$ cat config.mk
export PLATFORM = sky130hd
export DESIGN_NAME = sdram_ahb_arbiter
export DESIGN_NICKNAME = d
export VERILOG_FILES = /design/src/rtl/sdram_ahb_pkg.sv /design/src/rtl/sdram_ahb_watchdog.sv /design/src/rtl/sdram_ahb_arbiter.sv
export SDC_FILE = /design/constraint.sdc
export NUM_CORES = 1
export LEC_CHECK = 0
export CORE_MARGIN = 2
export CORE_UTILIZATION = 38
export CTS_BUF_LIST = sky130_fd_sc_hd__clkbuf_4
export DETAILED_ROUTE_END_ITERATION = 6
export PLACE_DENSITY = 0.87
export SLEW_MARGIN = 0
export SYNTH_ARGS = -nofsm -noshare
export SYNTH_HDL_FRONTEND = slang
export SYNTH_SLANG_ARGS = --single-unit
$ cat constraint.sdc
create_clock -name HCLK -period 2.3 [get_ports HCLK]
set_input_delay 0.46 -clock HCLK [delete_from_list [all_inputs] [get_ports HCLK]]
set_output_delay 0.46 -clock HCLK [all_outputs]
set_load 0.05 [all_outputs]
$ cat src/rtl/sdram_ahb_pkg.sv
// Shared types and defaults for the SDRAM AHB-side arbiter and its watchdog.
package sdram_ahb_pkg;

    typedef enum logic [1:0] {
        IDLE  = 2'd0,
        ISSUE = 2'd1,
        GAP   = 2'd2
    } state_t;

    localparam logic REQ_M0 = 1'b0;
    localparam logic REQ_M1 = 1'b1;

    localparam int DEF_ADDR_W  = 32;
    localparam int DEF_DATA_W  = 32;
    localparam int DEF_TIMEOUT = 64;

endpackage

$ cat src/rtl/sdram_ahb_watchdog.sv
// Saturating cycle counter that flags a bus transfer which has waited TIMEOUT cycles.
module sdram_ahb_watchdog #(
    parameter int TIMEOUT = 64
) (
    input  logic clk,
    input  logic srst,
    input  logic clear,
    input  logic enable,
    output logic expired
);

    // A zero TIMEOUT still needs a legal one-bit counter; expiry is then masked off.
    localparam int CW = (TIMEOUT > 0) ? $clog2(TIMEOUT + 1) : 1;
    localparam logic [CW-1:0] LIMIT = CW'(TIMEOUT);

    logic [CW-1:0] count_reg;

    always_ff @(posedge clk) begin
        if (srst || clear) begin
            count_reg <= '0;
        end else if (enable && (count_reg != LIMIT)) begin
            count_reg <= count_reg + 1'b1;
        end
    end

    assign expired = (TIMEOUT != 0) && (count_reg == LIMIT);

endmodule

$ cat src/rtl/sdram_ahb_arbiter.sv
// Round-robin arbiter for two single-word requesters in front of the SDRAM controller's
// AHB-style slave port, with a watchdog and a mandatory idle gap between transfers.
module sdram_ahb_arbiter
    import sdram_ahb_pkg::*;
#(
    parameter int ADDR_W  = DEF_ADDR_W,
    parameter int DATA_W  = DEF_DATA_W,
    parameter int TIMEOUT = DEF_TIMEOUT
) (
    input  logic              HCLK,
    input  logic              HRESET,
    input  logic              m0_req,
    input  logic              m0_write,
    input  logic [ADDR_W-1:0] m0_addr,
    input  logic [DATA_W-1:0] m0_wdata,
    output logic              m0_ack,
    output logic              m0_err,
    output logic [DATA_W-1:0] m0_rdata,
    input  logic              m1_req,
    input  logic              m1_write,
    input  logic [ADDR_W-1:0] m1_addr,
    input  logic [DATA_W-1:0] m1_wdata,
    output logic              m1_ack,
    output logic              m1_err,
    output logic [DATA_W-1:0] m1_rdata,
    output logic              HSEL,
    output logic              HWRITE,
    output logic [ADDR_W-1:0] HADDR,
    output logic [DATA_W-1:0] HWDATA,
    input  logic              HREADY,
    input  logic [DATA_W-1:0] HRDATA,
    output logic              busy,
    output logic              grant_id
);

    state_t            state_reg;
    logic              last_grant_reg;
    logic              owner_reg;
    logic              hsel_reg;
    logic              hwrite_reg;
    logic [ADDR_W-1:0] haddr_reg;
    logic [DATA_W-1:0] hwdata_reg;
    logic              busy_reg;
    logic [1:0]        ack_reg;
    logic [1:0]        err_reg;
    logic [DATA_W-1:0] rdata_reg [2];

    logic [1:0]        req_vec;
    logic              pick;
    logic              wd_expired;

    assign req_vec = {m1_req, m0_req};
    // On a tie the requester that did not win last time goes next.
    assign pick    = (req_vec == 2'b11) ? ~last_grant_reg : req_vec[1];

    sdram_ahb_watchdog #(
        .TIMEOUT (TIMEOUT)
    ) u_watchdog (
        .clk     (HCLK),
        .srst    (HRESET),
        .clear   (state_reg != ISSUE),
        .enable  (state_reg == ISSUE),
        .expired (wd_expired)
    );

    always_ff @(posedge HCLK) begin
        if (HRESET) begin
            state_reg      <= IDLE;
            last_grant_reg <= REQ_M1;
            owner_reg      <= REQ_M0;
            hsel_reg       <= 1'b0;
            hwrite_reg     <= 1'b0;
            haddr_reg      <= '0;
            hwdata_reg     <= '0;
            busy_reg       <= 1'b0;
            ack_reg        <= '0;
            err_reg        <= '0;
            rdata_reg[0]   <= '0;
            rdata_reg[1]   <= '0;
        end else begin
            ack_reg <= '0;
            err_reg <= '0;
            unique case (state_reg)
                IDLE: begin
                    if (|req_vec) begin
                        state_reg      <= ISSUE;
                        hsel_reg       <= 1'b1;
                        busy_reg       <= 1'b1;
                        owner_reg      <= pick;
                        last_grant_reg <= pick;
                        hwrite_reg     <= pick ? m1_write : m0_write;
                        haddr_reg      <= pick ? m1_addr  : m0_addr;
                        hwdata_reg     <= pick ? m1_wdata : m0_wdata;
                    end
                end
                ISSUE: begin
                    // HREADY takes priority over a watchdog expiry on the same edge.
                    if (HREADY || wd_expired) begin
                        state_reg  <= GAP;
                        hsel_reg   <= 1'b0;
                        hwrite_reg <= 1'b0;
                        haddr_reg  <= '0;
                        hwdata_reg <= '0;
                        if (HREADY) begin
                            ack_reg[owner_reg] <= 1'b1;
                            if (!hwrite_reg) begin
                                rdata_reg[owner_reg] <= HRDATA;
                            end
                        end else begin
                            err_reg[owner_reg] <= 1'b1;
                        end
                    end
                end
                GAP: begin
                    state_reg <= IDLE;
                    busy_reg  <= 1'b0;
                end
                default: state_reg <= IDLE;
            endcase
        end
    end

    assign HSEL     = hsel_reg;
    assign HWRITE   = hwrite_reg;
    assign HADDR    = haddr_reg;
    assign HWDATA   = hwdata_reg;
    assign busy     = busy_reg;
    assign grant_id = owner_reg;
    assign m0_ack   = ack_reg[REQ_M0];
    assign m1_ack   = ack_reg[REQ_M1];
    assign m0_err   = err_reg[REQ_M0];
    assign m1_err   = err_reg[REQ_M1];
    assign m0_rdata = rdata_reg[REQ_M0];
    assign m1_rdata = rdata_reg[REQ_M1];

endmodule
==> flow_metrics.py <==
metrics = {
    "floorplan": {
        "initial_core_util": 0.386,
        "die_x_um": 131,
        "die_y_um": 131,
        "ios": 303,
        "rows": 46,
        "dieArea_um2": 17100,
        "coreArea_um2": 15800,
    },
    "clock_network": {
        "hold_buffers": 0,
        "cts_tree": "done",
        "clock-sinks": 146,
        "cts-root-buf": "clkbuf_4",
        "clockBufferDepth": 2,
        "clk_pin_slew_worst_paths_ns": 0.14,
        "clock_latency_ns": 0.54,
        "cts.htree.levels": 4,
        "cts_made_buffers": 17,
    },
    "layout": {
        "nets": 988,
        "finalNonFillerCells": 1050,
        "areaGrowthSynthToFinish_pct": 60.7,
        "layout_common_cells": "294 x clkdlybuf4s50_1, 82 x dfxtp_1, 69 x nand2_1",
        "largest_reg_flops": 64,
        "drive_gt1_frac": 0.125,
        "final_common_cell": "clkdlybuf4s50_1",
        "final_area_um2": 9830,
        "final_core_util": 0.621,
    },
    "worst_setup_path": {
        "crit_buf_inv": 1,
        "worstPathArrival_ns": 1.75,
        "critical_path_depth": 1,
        "worstRegToRegCells": 4,
        "critical_path.max_stage_delay_ns": 0.82,
        "regToRegSetupSlack_ns": 0.35,
        "worstSetupPathType": "flip-flop to output port",
        "start_kind": "flip-flop",
        "crit_chain": "clkdlybuf4s50_1",
        "critical_path.endpoint_type": "output port",
        "crit_required_ns": 1.84,
        "cp_top_family": "buffers and inverters",
        "cp_max_fo": 1,
        "slowest_stage": "clkdlybuf4s50_1",
    },
    "global_route": {
        "grt_pass1_vias": 5202,
        "track_usage": 0.207,
        "grt_overflow": 0,
        "grt_pass1_wl_mm": 26.8,
        "antenna_found_initial": 2,
        "grt_max_degree": 64,
    },
    "power": {
        "p_leak_nw": 3.66,
        "combinationalPowerShare": 0.294,
        "intPower_mw": 4.27,
        "ir_drop_mv": 0.338,
        "p_total_mw": 6.56,
        "p_per_area_nw_per_um2": 668,
        "power_frac_clock": 0.249,
        "power.share.sequential": 0.457,
        "p_switching_mw": 2.29,
        "switching_share": 0.349,
    },
    "routing": {
        "routed-via-count": 5342,
        "drtIter0Drc": 284,
        "viasPerCell": 5.09,
        "first_pass_iters": 4,
        "wl_per_cell_um": 17.3,
        "totalWireLength_mm": 18.1,
        "drc_errors": 0,
        "antenna_left": 0,
    },
    "run_status": {
        "status": "complete, no violations",
    },
    "place": {
        "place.gp.congestion": 0.791,
        "post_dp_cell_area_um2": 9530,
        "dp_hpwl_mm": 13.3,
        "portBuffers": 302,
        "post-place-ws_ns": 0.00953,
        "place_inst": 1016,
    },
    "sta": {
        "maxSlewViolCount": 0,
        "hold_violations": 0,
        "clock.fmax_ghz": 0.453,
        "finalCriticalPeriod_ns": 2.21,
        "setup_ws_ns": 0.0910,
        "post-route-period-util": 0.960,
        "rsz0062_at_grt": "no",
        "worst_pin_slew_ns": 0.579,
        "setup_viol": 0,
        "whs_ns": 0.473,
        "worst_slew_margin_rel": 0.616,
        "setup_tns_ns": 0,
        "fin_skew_ns": 0.0187,
    },
    "flow_run": {
        "drv_cap": 0,
    },
    "logic_synthesis": {
        "ys_seq_area_frac": 0.583,
        "syn-cell-area_um2": 6110,
        "synth_edf_count": 64,
        "ys.warnings.count": 0,
        "ys.flop_type": "dfxtp_1",
        "syn_area_per_cell_um2": 11.9,
        "synth_fp_nets": 684,
        "netlist_instances": 515,
        "ys_ff_latch": 146,
        "synth-async-reset-ratio": 0,
        "synth.distinct_cells": 43,
    },
    "worst_hold_path": {
        "hold_depth": 2,
        "min_path_type": "flip-flop to flip-flop",
    },
}
## cell type report
| cell class | count | area, µm² |
|---|---|---|
| diodes | 2 | 5.00 |
| clock buffers | 18 | 135 |
| clock inverters | 14 | 148 |
| fillers | 1204 | 6000 |
| inverters | 5 | 18.8 |
| multi-input cells | 319 | 2330 |
| flip-flops and latches | 146 | 3560 |
| well taps | 216 | 270 |
| repair buffers | 330 | 3350 |
## worst paths after layout
check / start / endpoint
worst max register to register: state_reg[0] / rdata_reg[0][8]
worst max-delay path: rdata_reg[1][9] / m1_rdata[9]
worst min register to register: HWDATA[13] / HWDATA[13]
worst min-delay path: HWDATA[13] / HWDATA[13]
## cell families after synthesis
| family | Yosys count | share of synthesized area |
|---|---|---|
| simple gates | 165 | 0.151 |
| flops | 146 | 0.583 |
| compound gates | 86 | 0.115 |
| mux | 65 | 0.106 |
| buf+inv | 50 | 0.0389 |
| fa+ha+maj | 2 | 0.00409 |
| xor+xnor | 1 | 0.00143 |
## synthesized netlist by cell type, types with 3 or more instances
cell / number / area share
a21oi_1: 7 / 0.0057
and2_1: 33 / 0.034
and2_2: 31 / 0.038
buf_1: 3 / 0.0018
buf_2: 10 / 0.0082
buf_4: 5 / 0.0061
clkbuf_1: 22 / 0.014
clkbuf_2: 3 / 0.0025
dfxtp_1: 82 / 0.27
edfxtp_1: 64 / 0.31
inv_1: 5 / 0.0031
mux2i_1: 65 / 0.11
nand2_1: 69 / 0.042
nand3_1: 3 / 0.0025
nor2_1: 5 / 0.0031
nor3_1: 3 / 0.0025
o21ai_0: 5 / 0.0041
o32ai_1: 65 / 0.093
## power groups by stage
| stage | clock network (mW) | registers [mW] | logic, mW |
|---|---|---|---|
| floorplan | 0 | 3.70 | 0.441 |
| global placement | 0 | 3.05 | 1.92 |
| detailed placement | 0 | 3.06 | 1.94 |
| CTS | 1.68 | 3.00 | 1.94 |
| global route | 1.79 | 3.02 | 2.02 |
| finish | 1.63 | 3.00 | 1.93 |
## metal layers
layer | vias up | GRT usage | share of wire
met4 | 0 | 0.106 | 0.031
met2 | 280 | 0.352 | 0.50
met5 | - | 0 | 0
met3 | 37 | 0.0700 | 0.093
met1 | 2496 | 0.231 | 0.38
li1 | 2529 | - | -
## timing repair
item / in CTS / in global routing
setup buffers: 0 / 0
endpoints found under the setup margin: 2 / 5
gates resized for setup: 2 / 5
endpoints found under the hold margin: 0 / 0
Note: power is estimated with default switching activity, not from simulation.
